[config.mk]
export PLATFORM = sky130hd
export DESIGN_NAME = alu_req_sequencer_flat
export DESIGN_NICKNAME = d
export VERILOG_FILES = /design/src/rtl/alu_req_sequencer_if.sv /design/src/rtl/alu_req_sequencer.sv /design/src/flat_wrapper.sv
export SDC_FILE = /design/constraint.sdc
export NUM_CORES = 1
export LEC_CHECK = 0
export ABC_AREA = 1
export CAP_MARGIN = 20
export CORE_MARGIN = 1
export CORE_UTILIZATION = 43
export CTS_BUF_LIST = sky130_fd_sc_hd__clkbuf_8
export CTS_CLUSTER_DIAMETER = 80
export DETAILED_ROUTE_END_ITERATION = 6
export GPL_TIMING_DRIVEN = 1
export PLACE_DENSITY = 0.72
export SYNTH_ARGS = -nofsm -noshare
export SYNTH_HDL_FRONTEND = slang
export SYNTH_SLANG_ARGS = --single-unit
[constraint.sdc]
create_clock -name clk -period 2.39 [get_ports clk]
set_input_delay 0.478 -clock clk [delete_from_list [all_inputs] [get_ports clk]]
set_output_delay 0.478 -clock clk [all_outputs]
set_load 0.03 [all_outputs]
[src/rtl/alu_req_sequencer_if.sv]
// Request/ALU/response signal bundle for alu_req_sequencer.
// master = requester + ALU + response sink side, slave = the sequencer.
interface alu_req_sequencer_if #(
  parameter int PTR_W = 2
);
  logic             req_valid;
  logic             req_ready;
  logic [3:0]       req_a;
  logic [3:0]       req_b;
  logic [2:0]       req_sel;
  logic [3:0]       alu_a;
  logic [3:0]       alu_b;
  logic [2:0]       alu_sl;
  logic [7:0]       alu_out;
  logic             rsp_valid;
  logic             rsp_ready;
  logic [7:0]       rsp_data;
  logic [2:0]       rsp_sel;
  logic             rsp_err;
  logic             busy;
  logic [PTR_W:0]   fifo_count;

  modport master (
    output req_valid, req_a, req_b, req_sel, rsp_ready, alu_out,
    input  req_ready, alu_a, alu_b, alu_sl, rsp_valid, rsp_data, rsp_sel,
           rsp_err, busy, fifo_count
  );

  modport slave (
    input  req_valid, req_a, req_b, req_sel, rsp_ready, alu_out,
    output req_ready, alu_a, alu_b, alu_sl, rsp_valid, rsp_data, rsp_sel,
           rsp_err, busy, fifo_count
  );
endinterface

[src/rtl/alu_req_sequencer.sv]
// Issue stage for the 4-bit ALU: request FIFO, operand hold for SETTLE cycles, result capture.
// Optional macro ALU_DIVZERO_CHK_EN: div/mod by zero reports 8'hFF with rsp_err = 1.
module alu_req_sequencer #(
  parameter int PTR_W  = 2,
  parameter int SETTLE = 2
) (
  input logic                clk,
  input logic                rst,
  alu_req_sequencer_if.slave bus
);
  localparam int             DEPTH     = 1 << PTR_W;
  localparam logic [PTR_W:0] FULL_CNT  = (PTR_W+1)'(DEPTH);
  localparam logic [PTR_W:0] CNT_ONE   = (PTR_W+1)'(1);
  localparam logic [3:0]     SETTLE_LD = 4'(SETTLE);

  typedef enum logic [1:0] {S_IDLE, S_WAIT, S_HOLD} state_t;

  logic [10:0]      r_mem [DEPTH];
  logic [PTR_W-1:0] r_wr_ptr;
  logic [PTR_W-1:0] r_rd_ptr;
  logic [PTR_W:0]   r_count;
  state_t           r_state;
  state_t           w_state_next;
  logic [3:0]       r_settle;
  logic [3:0]       r_alu_a;
  logic [3:0]       r_alu_b;
  logic [2:0]       r_alu_sl;
  logic             r_rsp_valid;
  logic [7:0]       r_rsp_data;
  logic [2:0]       r_rsp_sel;
  logic             r_rsp_err;

  logic             w_full;
  logic             w_empty;
  logic             w_req_ready;
  logic             w_push;
  logic             w_pop;
  logic             w_capture;
  logic             w_release;
  logic [10:0]      w_head;
  logic [7:0]       w_cap_data;
  logic             w_cap_err;

  assign w_full      = (r_count == FULL_CNT);
  assign w_empty     = (r_count == '0);
  assign w_req_ready = !w_full && !rst;
  assign w_push      = bus.req_valid && w_req_ready;
  assign w_head      = r_mem[r_rd_ptr];

`ifdef ALU_DIVZERO_CHK_EN
  logic w_divz;
  assign w_divz     = (r_alu_sl == 3'd3) && (r_alu_b == 4'd0);
  assign w_cap_data = w_divz ? 8'hFF : bus.alu_out;
  assign w_cap_err  = w_divz;
`else
  assign w_cap_data = bus.alu_out;
  assign w_cap_err  = 1'b0;
`endif

  // FIFO storage has no reset; resetting the pointers discards its contents
  always_ff @(posedge clk) begin
    if (w_push) begin
      r_mem[r_wr_ptr] <= {bus.req_a, bus.req_b, bus.req_sel};
    end
  end

  always_ff @(posedge clk) begin
    if (rst) begin
      r_wr_ptr <= '0;
      r_rd_ptr <= '0;
      r_count  <= '0;
    end else begin
      if (w_push) r_wr_ptr <= r_wr_ptr + 1'b1;
      if (w_pop)  r_rd_ptr <= r_rd_ptr + 1'b1;
      case ({w_push, w_pop})
        2'b10:   r_count <= r_count + CNT_ONE;
        2'b01:   r_count <= r_count - CNT_ONE;
        default: r_count <= r_count;
      endcase
    end
  end

  always_ff @(posedge clk) begin
    if (rst) begin
      r_state <= S_IDLE;
    end else begin
      r_state <= w_state_next;
    end
  end

  always_comb begin
    w_state_next = r_state;
    w_pop        = 1'b0;
    w_capture    = 1'b0;
    w_release    = 1'b0;
    case (r_state)
      S_IDLE: begin
        if (!w_empty) begin
          w_pop        = 1'b1;
          w_state_next = S_WAIT;
        end
      end
      S_WAIT: begin
        if (r_settle == 4'd1) begin
          w_capture    = 1'b1;
          w_state_next = S_HOLD;
        end
      end
      S_HOLD: begin
        // Releasing the response and issuing the next op share one edge
        if (bus.rsp_ready) begin
          w_release = 1'b1;
          if (!w_empty) begin
            w_pop        = 1'b1;
            w_state_next = S_WAIT;
          end else begin
            w_state_next = S_IDLE;
          end
        end
      end
      default: w_state_next = S_IDLE;
    endcase
  end

  always_ff @(posedge clk) begin
    if (rst) begin
      r_settle <= '0;
      r_alu_a  <= '0;
      r_alu_b  <= '0;
      r_alu_sl <= '0;
    end else if (w_pop) begin
      r_settle <= SETTLE_LD;
      r_alu_a  <= w_head[10:7];
      r_alu_b  <= w_head[6:3];
      r_alu_sl <= w_head[2:0];
    end else if (r_state == S_WAIT) begin
      r_settle <= r_settle - 4'd1;
    end
  end

  always_ff @(posedge clk) begin
    if (rst) begin
      r_rsp_valid <= 1'b0;
      r_rsp_data  <= '0;
      r_rsp_sel   <= '0;
      r_rsp_err   <= 1'b0;
    end else if (w_capture) begin
      r_rsp_valid <= 1'b1;
      r_rsp_data  <= w_cap_data;
      r_rsp_sel   <= r_alu_sl;
      r_rsp_err   <= w_cap_err;
    end else if (w_release) begin
      r_rsp_valid <= 1'b0;
    end
  end

  assign bus.req_ready  = w_req_ready;
  assign bus.alu_a      = r_alu_a;
  assign bus.alu_b      = r_alu_b;
  assign bus.alu_sl     = r_alu_sl;
  assign bus.rsp_valid  = r_rsp_valid;
  assign bus.rsp_data   = r_rsp_data;
  assign bus.rsp_sel    = r_rsp_sel;
  assign bus.rsp_err    = r_rsp_err;
  assign bus.busy       = (r_state != S_IDLE) || !w_empty;
  assign bus.fifo_count = r_count;
endmodule
[src/flat_wrapper.sv]
// flat-port wrapper written by rule: the top's interface ports become plain ports
module alu_req_sequencer_flat 
#(
  parameter int PTR_W  = 2,
  parameter int SETTLE = 2
)
  (clk, rst, bus_req_valid, bus_req_a, bus_req_b, bus_req_sel, bus_rsp_ready, bus_alu_out, bus_req_ready, bus_alu_a, bus_alu_b, bus_alu_sl, bus_rsp_valid, bus_rsp_data, bus_rsp_sel, bus_rsp_err, bus_busy, bus_fifo_count);
  alu_req_sequencer_if #(.PTR_W(PTR_W)) bus_i ();
  input logic clk;
  input logic rst;
  input wire logic [$bits(bus_i.req_valid)-1:0] bus_req_valid;
  input wire logic [$bits(bus_i.req_a)-1:0] bus_req_a;
  input wire logic [$bits(bus_i.req_b)-1:0] bus_req_b;
  input wire logic [$bits(bus_i.req_sel)-1:0] bus_req_sel;
  input wire logic [$bits(bus_i.rsp_ready)-1:0] bus_rsp_ready;
  input wire logic [$bits(bus_i.alu_out)-1:0] bus_alu_out;
  output wire logic [$bits(bus_i.req_ready)-1:0] bus_req_ready;
  output wire logic [$bits(bus_i.alu_a)-1:0] bus_alu_a;
  output wire logic [$bits(bus_i.alu_b)-1:0] bus_alu_b;
  output wire logic [$bits(bus_i.alu_sl)-1:0] bus_alu_sl;
  output wire logic [$bits(bus_i.rsp_valid)-1:0] bus_rsp_valid;
  output wire logic [$bits(bus_i.rsp_data)-1:0] bus_rsp_data;
  output wire logic [$bits(bus_i.rsp_sel)-1:0] bus_rsp_sel;
  output wire logic [$bits(bus_i.rsp_err)-1:0] bus_rsp_err;
  output wire logic [$bits(bus_i.busy)-1:0] bus_busy;
  output wire logic [$bits(bus_i.fifo_count)-1:0] bus_fifo_count;
  assign bus_i.req_valid = bus_req_valid;
  assign bus_i.req_a = bus_req_a;
  assign bus_i.req_b = bus_req_b;
  assign bus_i.req_sel = bus_req_sel;
  assign bus_i.rsp_ready = bus_rsp_ready;
  assign bus_i.alu_out = bus_alu_out;
  assign bus_req_ready = bus_i.req_ready;
  assign bus_alu_a = bus_i.alu_a;
  assign bus_alu_b = bus_i.alu_b;
  assign bus_alu_sl = bus_i.alu_sl;
  assign bus_rsp_valid = bus_i.rsp_valid;
  assign bus_rsp_data = bus_i.rsp_data;
  assign bus_rsp_sel = bus_i.rsp_sel;
  assign bus_rsp_err = bus_i.rsp_err;
  assign bus_busy = bus_i.busy;
  assign bus_fifo_count = bus_i.fifo_count;
  alu_req_sequencer #(.PTR_W(PTR_W), .SETTLE(SETTLE)) u_core (.clk(clk), .rst(rst), .bus(bus_i));
endmodule
Word level (Yosys, flattened, before mapping)
Memory sizes are Yosys's and may differ from the RTL's. A register that Yosys moved wholly into a read port is not among the register bits. Index checks and enable logic that the tools add are counted.

Register bits after elaboration: 25. Memory bits (writable): 44. Input port bits: 23. Output and inout port bits: 29. Logic and storage cells: 57. Memories: 1.

$add $sub $neg: 5. Eq/ne operators: 9. Muxes and demuxes: 19. Reduce and logical (&&, ||, !) cells: 14.

Memories: u_core.r_mem (words 4, bits a word 11, read ports 1, clocked after memory_dff 1, wr ports 1, line alu_req_sequencer.sv:18) `logic [10:0] r_mem [DEPTH];`.

Operators by type and width (count): $mux 1 (11); $mux 2 (5); $reduce_bool 2->1 (4); $pmux 2 s3 (1); $pmux 3 s2 (1); $add 2x1->2 const B (2); $eq 2x1->1 const B (2); $eq 2x2->1 const B (2); $eq 4x1->1 const B (1); $ne 2x2->1 const B (2); $sub 4x1->4 const B (1); $add 3x1->3 const B (1); $eq 3x3->1 const B (1); $logic_not 1->1 (3); $logic_not 3->1 (1); $reduce_and 3->1 (1); $sub 3x1->3 const B (1); $logic_and 1x1->1 (2); $logic_not 2->1 (1); $ne 2x1->1 const B (1); $pmux 1 s2 (1); $reduce_or 2->1 (1); $logic_or 1x1->1 (1).

Longest topological paths before layout
Depth in word-level cells: 6. Gate-level depth with buffers: 13. Gate-level depth less buffers: 13.

Worst setup path before layout
No wires, ideal clock.

Kind: reg-to-reg. Start point: register u_core.r_count[0], in the netlist u_core.bus.fifo_count[0]. End point: register u_core.r_count[2], in the netlist u_core.bus.fifo_count[2]. Library setup time: 0.113 ns. Arrival: 1.854 ns. Slack: 0.423 ns. Stages on the path, launching flop included: 14. Period minus slack after synthesis: 1.967 ns. Cell sequence: dfxtp_1 > inv_1 > nand3_2 > nand2_4 > inv_1 > ha_1 > inv_1 > fa_1 > inv_1 > nand2_1 > nand3_1 > nand2_1 > nand2_1 > nor2_1.

Cells in the longest elaborated chain, start to end: 6. Elaborated cells between the ends (all ways): 14. Classes of those cells: add/sub: 2; eq/ne: 3; mux: 4; reduce/logical: 5.

Ends and longest elaborated chain: from (decl) (line alu_req_sequencer.sv:21) `logic [PTR_W:0] r_count;`; from (signal assigned) (line alu_req_sequencer.sv:76) `2'b10: r_count <= r_count + CNT_ONE;`; from (signal assigned) (line alu_req_sequencer.sv:77) `2'b01: r_count <= r_count - CNT_ONE;`; from (signal assigned) (line alu_req_sequencer.sv:78) `default: r_count <= r_count;`; $logic_not 3->1 (*) (line alu_req_sequencer.sv:45) `assign w_empty = (r_count == '0);`; $mux 1 (*) (line alu_req_sequencer.sv:98, alu_req_sequencer.sv:113); $mux 1 (line alu_req_sequencer.sv:111) `if (bus.rsp_ready) begin`; $pmux 1 s2 (*) (line alu_req_sequencer.sv:96) `case (r_state)`; via u_core.w_pop (line alu_req_sequencer.sv:37) `logic w_pop;`; $eq 2x1->1 or $eq 2x2->1 (tied branches) (line alu_req_sequencer.sv:75) `case ({w_push, w_pop})`; $pmux 3 s2 or $reduce_bool 2->1 (tied branches).

Mark *: on every way through the listed nets, which the timed path passes. The rest lies on a longest branch. A chain may end at the register's enable or synchronous reset.

Worst setup path after layout
Start point: register u_core.r_count[0], in the netlist u_core.bus.fifo_count[0]. End point: output bus_busy.

Cells in the longest elaborated chain, start to end: 3.

Ends and longest elaborated chain: $logic_not 3->1 (line alu_req_sequencer.sv:45); $logic_not 1->1; $logic_or 1x1->1 (line alu_req_sequencer.sv:165) `assign bus.busy = (r_state != S_IDLE) || !w_empty;`; to (decl) (line flat_wrapper.sv:25) `output wire logic [$bits(bus_i.busy)-1:0] bus_busy;`.

No other way between the ends.

==> reports/qor.txt <==
Synth-to-layout area growth -> 22.91%
Critical path endpoint category -> primary output
Synth Instances -> 403
Slowest cell on crit path -> clkdlybuf4s50_1
Resized cells post-CTS -> 0
Net count, final -> 490
Final slew viol count -> 0
CP max FO -> 6
Clock sink total -> 80
Fraction of layout cells with a size suffix above 1 -> 7.974%
#FFs+latches synth -> 80
Insertion delay to the later sink of the worst-skew pair -> 0.35 ns
First-pass GRT wire length -> 11120 µm
Clock tree buffer depth -> 2
Max Cap Viol -> 0
Total number of yosys warnings -> 0
TritonCTS clock tree -> built
Total Routing Usage GR -> 16.72%
Startpoint type of the worst setup path -> register
WP buf/inv -> 2
Inst Count DP -> 550
RD Place Congestion -> 0.7689
Detail Route Antenna Nets -> 0
Routed vias/inst -> 4.504
Total Wirelength -> 6505 µm
Cell family with most CP delay -> buffers and inverters
Status -> completed
Depth of the CTS H-tree -> 3
Post-Syn Area -> 3506 µm²
# diodes -> 0
Num CTS Buffers -> 9
Starting Density -> 44.90%
Pwr/cell area -> 1036 nW/µm²
Total global routing overflow -> 0
Post-Synth Adder-Cell Area -> 3.069%
Wire length per cell -> 11.49 µm
Largest net degree at the start of global routing -> 30
Complex-gate fraction of the synthesized area -> 3.712%
Critical Path AT -> 1.78 ns
Req. time, crit path -> 1.91 ns
Largest family of logic cells by synthesized area -> simple AND/OR/NAND/NOR gates
Setup ws final -> 0.1325 ns
Avg Cell Area, Syn -> 8.699 µm²
Post-layout min period -> 2.257 ns
Max incr delay on CP -> 0.59 ns
Final core area utilization -> 55.19%
# IOs -> 52
Routed via count -> 2549
HP Class -> reg2reg
Post-CTS Setup Inserts -> 0
Mux cell area share after synthesis -> 0%
CP cell instances -> inv_1 -> nand3_2 -> nand3b_1 -> clkdlybuf4s50_1
DRT Pass-1 Iters -> 4
Clock input transition at the sequential cells of the worst setup and hold paths -> 0.09 ns
Final Skew -> 0.01007 ns
Die Ht -> 92.30 µm
Die width -> 92.30 µm
Simple-gate portion of the synthesized area -> 23.23%
Non-filler cells, final -> 566
Max Fclk -> 443.0 MHz
Post-Synth XOR/XNOR Area -> 0.2498%
Root Driver -> clkbuf_8
Residual DRC count -> 0
Unrepaired setup endpoints after global routing -> no
Sequential-to-total area share from yosys stat -> 58.24%
Row count -> 32
Final hold viol count -> 0
Vias in the first global route -> 2413
DRT iter0 DRCs -> 144
Setup violators final -> 0
Synth cell types -> 26
Cts-stage hold buffer count -> 0
Crit share post-route -> 94.45%
Die footprint -> 8518 µm²
Path type of the worst setup path -> reg2out
VDD IR max -> 0.3222 mV
Leakage -> 1.904 nW
Core area -> 7807 µm²
Post-Syn Nets -> 434
Place WS -> -0.01754 ns
Hpwl dp -> 4307 µm
Number of buffers added on ports -> 50
Initial antenna violation count -> 0
==> registers in the layout, summed over array words and instances (netlist names) <==
signal	flops
u_core.r_mem	44
u_core.bus.rsp_data	8
u_core.bus.alu_a	4
u_core.bus.alu_b	4
u_core.r_settle	4
u_core.bus.alu_sl	3
u_core.bus.fifo_count	3
u_core.bus.rsp_sel	3
u_core.r_rd_ptr	2
u_core.r_state	2
u_core.r_wr_ptr	2
u_core.bus.rsp_valid	1
==> area by class of cell <==
cell class | instances | area, µm²
Inverter | 78 | 292.8
Fill cell | 701 | 3498
Sequential cell | 80 | 2042
Clock buffer | 9 | 123.9
Tap cell | 102 | 127.6
Clock inverter | 7 | 77.57
Timing Repair Buffer | 61 | 580.6
Multi-Input combinational cell | 229 | 1065
==> cells in the final DEF (no fill, tap or decap) <==
master,count
nand3_1,32
ha_1,7
nand2_4,1
xor2_1,1
inv_2,3
clkinvlp_2,1
clkbuf_8,9
buf_4,12
a31oi_1,1
clkdlybuf4s50_1,49
nand3_2,1
a21oi_2,1
a21oi_1,8
nor2_1,57
bufinv_16,1
nand3b_1,1
edfxtp_1,44
fa_1,1
nand2_1,97
dfxtp_1,36
nor2_4,1
clkinvlp_4,1
nand3_4,1
inv_1,75
inv_6,3
nand2_2,1
conb_1,1
clkinv_4,1
o21ai_0,15
nand4_1,2
==> path summary, 6_finish.rpt <==
kind / startpoint / to / slack, ns / cells past startpoint
min reg2reg: u_core.bus.rsp_valid$_SDFFE_PP0P_ / u_core.bus.rsp_valid$_SDFFE_PP0P_ / 0.47 / 2
min: u_core.bus.rsp_valid$_SDFFE_PP0P_ / u_core.bus.rsp_valid$_SDFFE_PP0P_ / 0.47 / 2
max: u_core.bus.fifo_count[0]$_SDFFE_PP0P_ / bus_busy / 0.13 / 4
max reg2reg: u_core.bus.fifo_count[0]$_SDFFE_PP0P_ / u_core.bus.fifo_count[2]$_SDFFE_PP0P_ / 0.57 / 12
==> tightest hold or removal path, delay by kind of cell (launching register included) <==
kind	cells	cell delay, ns
DFF	1	0.32
and+or+nand+nor	1	0.06
AOI/OAI and AO/OA	1	0.05
==> stage by stage <==
| stage | instance area, µm² | TNS (ns) | hold slack, ns | power, W |
|---|---|---|---|---|
| global placement | 4108 | 0 | 0.4529 | 0.003441 |
| global route | 4309 | 0 | 0.5197 | 0.004789 |
| CTS | 4309 | 0 | 0.4724 | 0.004498 |
| detailed placement | 4108 | -0.01754 | 0.4582 | 0.003480 |
| floorplan | 3506 | 0 | 0.4673 | 0.003016 |
| finish | 4309 | 0 | 0.4684 | 0.004465 |
==> logic make-up after synthesis <==
| group | count (synthesis) |
|---|---|
| flip-flops | 80 |
| other | 1 |
| XOR/XNOR | 1 |
| AND/OR/NAND/NOR | 194 |
| adder cells (fa/ha/maj) | 8 |
| buffers and inverters | 94 |
| AO/OA/AOI/OAI | 25 |
==> cell usage after synthesis (all sizes together) <==
cell | n | area share [%]
nand2 | 99 | 11
inv | 78 | 8.4
nor2 | 58 | 6.4
edfxtp | 44 | 38
dfxtp | 36 | 21
nand3 | 34 | 5.4
o21ai | 15 | 2.1
buf | 13 | 2.7
a21oi | 9 | 1.4
ha | 7 | 2.5
clkbuf | 3 | 0.32
nand4 | 2 | 0.36
a31oi | 1 | 0.18
conb | 1 | 0.11
fa | 1 | 0.57
nand3b | 1 | 0.21
xor2 | 1 | 0.25
==> power breakdown <==
group | internal (W) | switching (W) | leakage, nW
registers | 0.00164 | 0.000120 | 0.694
clock network | 0.000493 | 0.000525 | 0.0968
logic | 0.000628 | 0.00106 | 1.11
total | 0.00276 | 0.00170 | 1.90
==> routing by layer <==
| metal | GRT usage [%] | wire length (µm) |
|---|---|---|
| met1 | 20.83 | 2971 |
| met2 | 28.11 | 3129 |
| met3 | 4.023 | 353 |
| met4 | 6.380 | 49 |
| met5 | 0 | 0 |
Power figures use the tool's default switching activity.
==> RTL change (config.mk and constraints unchanged) <==
The 3 states of `state_t` get a one-hot encoding in 3 bits.
--- a/src/rtl/alu_req_sequencer.sv
+++ b/src/rtl/alu_req_sequencer.sv
@@ -13,7 +13,7 @@
   localparam logic [PTR_W:0] CNT_ONE   = (PTR_W+1)'(1);
   localparam logic [3:0]     SETTLE_LD = 4'(SETTLE);
 
-  typedef enum logic [1:0] {S_IDLE, S_WAIT, S_HOLD} state_t;
+  typedef enum logic [2:0] {S_IDLE = 3'b001, S_WAIT = 3'b010, S_HOLD = 3'b100} state_t;
 
   logic [10:0]      r_mem [DEPTH];
   logic [PTR_W-1:0] r_wr_ptr;
Behaviour: same outputs for any inputs over 10 cycles, from zero or initial values and one cycle with rst high; not proved beyond that.
==> RTL change against the unedited design <==
Worst hold slack worse by 0.0057 ns; power up 1.4%; synthesized area decreased by 5.3%; fmax rose by 4.6%; wire length decreased by 5.0%; final area down 3.8%; setup slack better by 0.099 ns; sequential cell count up 1; largest power group is now combinational cells.
==> RTL change: results <==
set metrics [dict create \
    synth-compound-area-share_pct 9.947 \
    dr.first_iter.drc_count 116 \
    grt_util_met3_pct 6.007 \
    peakVddDrop_v 0.0004279 \
    critPathCapture "u_core.bus.fifo_count[2]$_SDFFE_PP0P_" \
    timing.fmax_mhz 463.3 \
    ys_seq_area_share_pct 62.09 \
    regArea_um2 2062 \
    skew_ns 0.006436 \
    cpPeakStageDelay_ns 0.50 \
    cellPowerDensity_nw_per_um2 1092 \
    num_vias 2370 \
    clock_area_share_pct 4.497 \
    finalNonFillerCells 513 \
    syn_inst 349 \
    grt_max_degree 31 \
    postRouteWirelength_um 6178 \
    netlist_area_um2 3321 \
    multi_input_gates 219 \
    dp.cells 497 \
    drive_above_1_share_pct 9.179 \
    met2_length_um 2849 \
    placed_cell_area_um2 3956 \
    use_met2_pct 26.22 \
    pwr-share-seq_pct 39.3 \
    non_clock_buffer_count 62 \
    crit_arrival_ns 2.44 \
    ys_ff_latch 81 \
    synthTopCellsByCount "88 x nor2_1, 46 x o21ai_0, 44 x edfxtp_1, 38 x nand2_1, 37 x dfxtp_1" \
    num-fill-cells 684 \
    path_delay_family "simple AND/OR/NAND/NOR gates" \
    grt_usage_pct 16.50 \
    synth_xor_area_share_pct 0.2638 \
    syn_nets 380 \
    switchingPower_mw 1.704 \
    gp_congestion 0.7123 \
    rrSetupSlack_ns 0.40 \
    synthAdderAreaFrac_pct 3.240 \
    path_max_fanout 2 \
    place_ws_ns -0.1243 \
    outcome "finished clean" \
]
RTL change: worst min path at each step:
stage	start	endpoint	slack, ns	cells past startpoint
final	u_core.bus.rsp_valid$_SDFFE_PP0P_	u_core.bus.rsp_valid$_SDFFE_PP0P_	0.46	2
after global routing	u_core.r_settle[2]$_SDFFE_PP0P_	u_core.r_settle[2]$_SDFFE_PP0P_	0.49	2
after CTS	u_core.bus.rsp_valid$_SDFFE_PP0P_	u_core.bus.rsp_valid$_SDFFE_PP0P_	0.46	2
after detailed placement	u_core.bus.rsp_valid$_SDFFE_PP0P_	u_core.bus.rsp_valid$_SDFFE_PP0P_	0.45	2
after global placement	u_core.r_settle[2]$_SDFFE_PP0P_	u_core.r_settle[2]$_SDFFE_PP0P_	0.45	2
after floorplan	u_core.r_settle[2]$_SDFFE_PP0P_	u_core.r_settle[2]$_SDFFE_PP0P_	0.44	2
RTL change: timing repair:
item,4_1_cts,5_1_grt
buffers inserted,0,0
gates resized for setup,0,1
endpoints found under the setup margin,0,1
